## src/rtl/fetcher.sv

```systemverilog
// Instruction fetch stage: latches a PC on request, reads one word over an
// AXI4-Lite-style read channel and hands pc/instr_raw to the decoder with a
// one-cycle completed pulse. Misaligned PCs and bus errors become exceptions
// and deliver NOP_INSTR instead of a bus word.
module fetcher #(
   parameter logic [31:0] NOP_INSTR = 32'h0000_0013
) (
   input  logic        clk,
   input  logic        rstn,
   input  logic        enabled,
   output logic        completed,
   input  logic [31:0] pc_in,
   output logic [31:0] pc,
   output logic [31:0] instr_raw,
   output logic        instr_misaligned,
   output logic        access_fault,
   output logic [31:0] mem_araddr,
   output logic        mem_arvalid,
   input  logic        mem_arready,
   input  logic [31:0] mem_rdata,
   input  logic [1:0]  mem_rresp,
   input  logic        mem_rvalid,
   output logic        mem_rready
);

   typedef enum logic [1:0] {
      IDLE = 2'd0,
      ADDR = 2'd1,
      DATA = 2'd2,
      DONE = 2'd3
   } state_t;

   state_t      state_q,     state_d;
   logic [31:0] pc_q,        pc_d;
   logic [31:0] instr_q,     instr_d;
   logic        mis_q,       mis_d;
   logic        fault_q,     fault_d;
   logic [31:0] araddr_q,    araddr_d;
   logic        arvalid_q,   arvalid_d;
   logic        rready_q,    rready_d;
   logic        completed_q, completed_d;

   // Next-state and next-output logic of the fetch sequencer.
   always_comb begin
      state_d     = state_q;
      pc_d        = pc_q;
      instr_d     = instr_q;
      mis_d       = mis_q;
      fault_d     = fault_q;
      araddr_d    = araddr_q;
      arvalid_d   = arvalid_q;
      rready_d    = rready_q;
      completed_d = 1'b0;

      case (state_q)
         IDLE: begin
            if (enabled) begin
               pc_d    = pc_in;
               mis_d   = 1'b0;
               fault_d = 1'b0;
               // A misaligned fetch still passes through ADDR (without
               // raising arvalid) so it reports after two cycles.
               if (pc_in[1:0] != 2'b00) begin
                  mis_d   = 1'b1;
                  instr_d = NOP_INSTR;
                  state_d = ADDR;
               end else begin
                  araddr_d  = pc_in;
                  arvalid_d = 1'b1;
                  state_d   = ADDR;
               end
            end else begin
               state_d = IDLE;
            end
         end

         ADDR: begin
            if (mis_q) begin
               state_d     = DONE;
               completed_d = 1'b1;
            end else if (mem_arready) begin
               arvalid_d = 1'b0;
               rready_d  = 1'b1;
               state_d   = DATA;
            end else begin
               state_d = ADDR;
            end
         end

         DATA: begin
            if (mem_rvalid) begin
               rready_d    = 1'b0;
               state_d     = DONE;
               completed_d = 1'b1;
               if (mem_rresp == 2'b00) begin
                  instr_d = mem_rdata;
               end else begin
                  instr_d = NOP_INSTR;
                  fault_d = 1'b1;
               end
            end else begin
               state_d = DATA;
            end
         end

         DONE: begin
            state_d = IDLE;
         end

         default: begin
            state_d   = IDLE;
            arvalid_d = 1'b0;
            rready_d  = 1'b0;
         end
      endcase
   end

   // State and output registers with synchronous active-low reset.
   always_ff @(posedge clk) begin
      if (!rstn) begin
         state_q     <= IDLE;
         pc_q        <= 32'h0000_0000;
         instr_q     <= NOP_INSTR;
         mis_q       <= 1'b0;
         fault_q     <= 1'b0;
         araddr_q    <= 32'h0000_0000;
         arvalid_q   <= 1'b0;
         rready_q    <= 1'b0;
         completed_q <= 1'b0;
      end else begin
         state_q     <= state_d;
         pc_q        <= pc_d;
         instr_q     <= instr_d;
         mis_q       <= mis_d;
         fault_q     <= fault_d;
         araddr_q    <= araddr_d;
         arvalid_q   <= arvalid_d;
         rready_q    <= rready_d;
         completed_q <= completed_d;
      end
   end

   assign completed        = completed_q;
   assign pc               = pc_q;
   assign instr_raw        = instr_q;
   assign instr_misaligned = mis_q;
   assign access_fault     = fault_q;
   assign mem_araddr       = araddr_q;
   assign mem_arvalid      = arvalid_q;
   assign mem_rready       = rready_q;

endmodule
```

## config.mk

```make
export PLATFORM = sky130hd
export DESIGN_NAME = fetcher
export DESIGN_NICKNAME = d
export VERILOG_FILES = /design/src/rtl/fetcher.sv
export SDC_FILE = /design/constraint.sdc
export NUM_CORES = 1
export LEC_CHECK = 0
export ABC_CLOCK_PERIOD_IN_PS = 2500
export CAP_MARGIN = 15
export CORE_MARGIN = 5
export CORE_UTILIZATION = 42
export DETAILED_ROUTE_END_ITERATION = 8
export PLACE_DENSITY = 0.77
export SLEW_MARGIN = 20
export SYNTH_ARGS = -nofsm -noshare
export SYNTH_HDL_FRONTEND = slang
export SYNTH_SLANG_ARGS = --single-unit
```

## constraint.sdc

```tcl
create_clock -name clk -period 2.5 [get_ports clk]
set_clock_uncertainty 0.1 [all_clocks]
set_input_delay 0.625 -clock clk [delete_from_list [all_inputs] [get_ports clk]]
set_output_delay 0.625 -clock clk [all_outputs]
set_load 0.005 [all_outputs]
```

==> metrics, run 1 <==
number of port buffers=171; slack of the worst reg-to-reg path=0.48 ns; synth top area cells=dfxtp_1 51%, nand2_1 14%, mux2i_1 7.5%; root buf cell=clkbuf_8; Max transition margin=51.4%; post-synthesis sequential element count=103; Syn Nets=506; Pwr Total=3.45 mW; number of H-tree levels=3; synthesized instance count=429; Crit Path Class=register to output port; Leakage Power=2.28 nW; final cell count without fillers=724; Worst Path Buf+Inv=1; fin crit share=81.9%; maximum VDD drop=0.357 mV; YS warnings=0; routability cong.=0.800; initial DRC count=123; WL/cell=15.3 um; largest net degree at the start of global routing=52; Net count, final=668; vias in the first global route=3597; ys async rst share=0%; Mapped Area=4010 um^2; first-pass GRT wire length=17700 um; DIE WIDTH=108 um; Detailed Place HPWL=8390 um; top-area cell type share of the netlist area=51.4%; Initial Utilization=43.2%; PwrDens=572 nW/um^2; vias post-DR=3551; Post-Route WL=11100 um; io pins=172; drt pass-1 iters=4; fmax=0.488 GHz; Hold-fix buffers, CTS=0; Worst setup SP type=register; Congestion Overflow GR=0; crit-path max cell delay=0.56 ns; dominant cell type by area after synthesis=dfxtp_1; vias per cell=4.90; clk slew on worst S/H paths=0.09 ns; Worst EP required=1.77 ns; Die Area=11600 um^2; ANT cells=0; endpoint class of the critical path=output port; die height=108 um; DRC Markers=0; antenna violations before repair=0; Post-CTS Setup Inserts=0; total track usage=18.9%; register area share after synthesis=51.4%; row count=35; Final Cell Area=6030 um^2; CTS tree=done; slowest CP cell=clkdlybuf4s50_1; final setup fails=0; Finished Core Util=64.9%; status=finished, final reports clean; placed cell areas=5810 um^2; setup TNS=0 ns; Worst Path Arrival=1.32 ns; Critical Path Fanout Max=5; Final Hold Fails=0; EDFF count, synth=0; placed cell count=709; post-layout min period=2.05 ns; clock latency on the worst-skew pair=0.35 ns; Primary FF master, synth=dfxtp_1; family with the most delay on the worst path=buffers and inverters; clk buf depth=2; synthesized area per cell=9.35 um^2; layout cells sized above 1=5.71%; CTS Buf Count=9; unrepaired setup endpoints after global routing=false; max cap viols=0; post-route ant nets=0; Placeable Area=9280 um^2; Slew Limit Fails=0; worst min-delay path class=register to register; Layout area overhead=50.3%; Slew @ Worst Pin=0.729 ns; cell chain of the critical path=clkdlybuf4s50_1; Synth cell types=35; CTS Sinks=103; CTS resizes=0
-- layer usage --
layer  vias up  share of wire [%]  GRT usage, %
li1       1768                  -             -
met1      1643                 43          22.6
met2       122                 47          31.5
met3        18                8.0          6.96
met4         0                2.2          5.68
met5         -                  0             0
-- tightest hold or removal path, cell delays in order (launching register included) --
cell	delay, ns
dfxtp_1	0.32
nand2_1	0.05
a21boi_1	0.05
-- path summary, 6_finish.rpt --
| check | from | endpoint | cells after the start |
|---|---|---|---|
| max | instr_misaligned$_SDFFE_PN0P_ | instr_misaligned | 1 |
| min | pc[12]$_SDFFE_PN0P_ | pc[12]$_SDFFE_PN0P_ | 2 |
| max reg2reg | state_q[0]$_SDFF_PN0_ | instr_misaligned$_SDFFE_PN0P_ | 5 |
| min reg2reg | pc[12]$_SDFFE_PN0P_ | pc[12]$_SDFFE_PN0P_ | 2 |
-- report_power, final --
group	internal (mW)	switching [mW]	total, mW	leakage [nW]
sequential	1.70	0.0344	1.74	0.837
clock	0.588	0.553	1.14	0.109
combinational	0.324	0.249	0.572	1.34
-- cell families (layout without fill, tap and decap cells) --
family	after synthesis	in the layout	share of synthesized area (%)
compound gates	81	81	16.2
fa+ha+maj	6	6	1.87
buf+inv	39	205	5.27
flops	103	103	51.4
mux	31	31	7.77
simple gates	169	169	17.5
-- synthesized netlist by cell type, types with 3 or more instances --
cell type and number:
nand2_1 150, dfxtp_1 103, a21boi_0 31, mux2i_1 30, a32o_1 18, clkbuf_1 15, a21boi_1 14, buf_2 10
inv_1 7, ha_1 6, a31oi_1 4, and2_1 4, and3_1 4, a2111oi_0 3, buf_6 3, o21ai_0 3
-- final cells by class --
type                            count  area (um^2)
Fill cell                         777         3260
Timing Repair Buffer              183         1820
Tap cell                          129          161
Clock buffer                       10          138
Inverter                            7         26.3
Clock inverter                      5         81.3
Multi-Input combinational cell    287         1740
Sequential cell                   103         2060
-- layout by cell type, fill, tap and decap left out, types with 2 or more instances in the layout --
cell type and instances:
and2_1 3, buf_4 10, a2111oi_0 3, clkdlybuf4s50_1 170, o21ai_0 3, ha_1 6, nor2_1 2, bufinv_16 2
clkbuf_8 10, mux2i_1 30, a31oi_1 4, nand2_1 150, buf_12 2, and3_1 4, and4bb_1 2, inv_1 7
dfxtp_1 103, o221a_2 2, a32o_1 18, a21boi_0 31, a21boi_1 14
-- registers in the layout, summed over array words and instances (netlist names), named ones only --
| name | flops |
|---|---|
| instr_raw | 32 |
| mem_araddr | 32 |
| pc | 32 |
| access_fault | 1 |
| completed | 1 |
| instr_misaligned | 1 |
| mem_arvalid | 1 |
| mem_rready | 1 |
| state_q | 1 |
-- per-stage QoR --
step           hold slack [ns]  setup WS [ns]
2_1_floorplan            0.351          0.693
3_3_place_gp             0.341          0.172
3_5_place_dp             0.346          0.110
4_1_cts                  0.360          0.411
5_1_grt                  0.387          0.341
6_report                 0.358          0.453
No activity file was read; power rests on OpenSTA's default activity.
==> run 2, diff against run 1 <==
Settings changed: ABC_CLOCK_PERIOD_IN_PS 2500 to 2100.
Clock period 2.5 ns to 2.1 ns, I/O delays scaled along.
==> metrics, run 2 (synthesized netlist as in run 1, its figures left out) <==
unrepaired setup endpoints after global routing=false; fmax=0.533 GHz; number of H-tree levels=3; io pins=172; cell chain of the critical path=clkdlybuf4s50_1; max cap viols=0; clk buf depth=2; total track usage=18.4%; Net count, final=674; initial DRC count=150; DIE WIDTH=108 um; status=finished, final reports clean; vias per cell=4.92; Finished Core Util=66.0%; slack of the worst reg-to-reg path=0.24 ns; die height=108 um; clock latency on the worst-skew pair=0.35 ns; Critical Path Fanout Max=2; number of port buffers=171; Net Sw Frac=25.3%; PwrDens=655 nW/um^2; CTS Buf Count=9; Placeable Area=9280 um^2; fin crit share=89.3%; Worst Path Buf+Inv=1; Crit Path Class=register to output port; CTS tree=done; drt pass-1 iters=4; layout cells sized above 1=6.81%; Switch Pwr=1.01 mW; Initial Utilization=43.2%; Comb pwr share=17.9%; vias post-DR=3595; worst setup margin=0.225 ns; maximum VDD drop=0.388 mV; post-layout min period=1.88 ns; crit-path max cell delay=0.55 ns; hold slack=0.357 ns; Max transition margin=70.3%; root buf cell=clkbuf_8; Detailed Place HPWL=8240 um; Sequential Power Share=51.5%; Worst Path Arrival=1.25 ns; Slew @ Worst Pin=0.435 ns; CTS Sinks=103; Final Cell Area=6130 um^2; antenna violations before repair=0; Worst EP required=1.47 ns; vias in the first global route=3544; Slew Limit Fails=0; commonest cells after routing, fill and taps aside=170 x clkdlybuf4s50_1, 150 x nand2_1, 103 x dfxtp_1; Die Area=11600 um^2; ANT cells=0; DP Worst Slack=-0.0642 ns; P_int=3.00 mW; family with the most delay on the worst path=buffers and inverters; placed cell areas=5930 um^2; Final Hold Fails=0; Post-Route WL=11000 um; worst min-delay path class=register to register; DRC Markers=0; most common cell after layout, fill and taps aside=clkdlybuf4s50_1; post-route ant nets=0; final setup fails=0; WL/cell=15.1 um; row count=35; largest net degree at the start of global routing=54; first-pass GRT wire length=17100 um; Layout area overhead=52.8%; slowest CP cell=clkdlybuf4s50_1; Worst setup SP type=register; clock group share of total power=30.7%; routability cong.=0.849; Congestion Overflow GR=0; clk slew on worst S/H paths=0.10 ns; Leakage Power=2.32 nW; endpoint class of the critical path=output port
[run 2: timing repair]
action,4_1_cts,5_1_grt
gates resized for setup,0,1
buffers inserted,0,0
endpoints found under the setup margin,0,1
hold buffers,0,0
[run 2: area by class of cell]
cell class / instances / area, um^2
flip-flops and latches: 103 / 2060
repair buffers: 189 / 1940
multi-input cells: 287 / 1740
clock buffers: 10 / 128
fillers: 777 / 3160
well taps: 129 / 161
inverters: 7 / 26.3
clock inverters: 6 / 68.8
[run 2: metrics by stage]
step                TNS, ns  std cells  power [mW]
floorplan                 0        429        2.44
global placement    -0.0102        715        2.81
detailed placement   -0.199        715        2.83
CTS                       0        731        4.04
global route              0        731        4.19
finish                    0        731        4.01
[run 2: power groups by stage]
| stage | registers, mW | logic [mW] | clock network, mW |
|---|---|---|---|
| 2_1_floorplan | 2.12 | 0.324 | 0 |
| 3_3_place_gp | 2.11 | 0.704 | 0 |
| 3_5_place_dp | 2.11 | 0.716 | 0 |
| 4_1_cts | 2.07 | 0.719 | 1.25 |
| 5_1_grt | 2.08 | 0.770 | 1.35 |
| 6_report | 2.07 | 0.717 | 1.23 |
[run 2: layer usage]
metal / GRT usage (%) / vias up / wire, um
met1: 21.9 / 1675 / 4620
li1: - / 1778 / -
met5: 0 / - / 0
met4: 6.76 / 0 / 219
met2: 30.6 / 128 / 5190
met3: 6.42 / 14 / 985
[run 2: path summary, 6_finish.rpt]
path,startpoint,to,cells past startpoint
max reg2reg,state_q[0]$_SDFF_PN0_,instr_raw[8]$_SDFFE_PN0P_,6
min,pc[1]$_SDFFE_PN0P_,pc[1]$_SDFFE_PN0P_,2
min reg2reg,pc[1]$_SDFFE_PN0P_,pc[1]$_SDFFE_PN0P_,2
max,access_fault$_SDFFE_PN0P_,access_fault,1
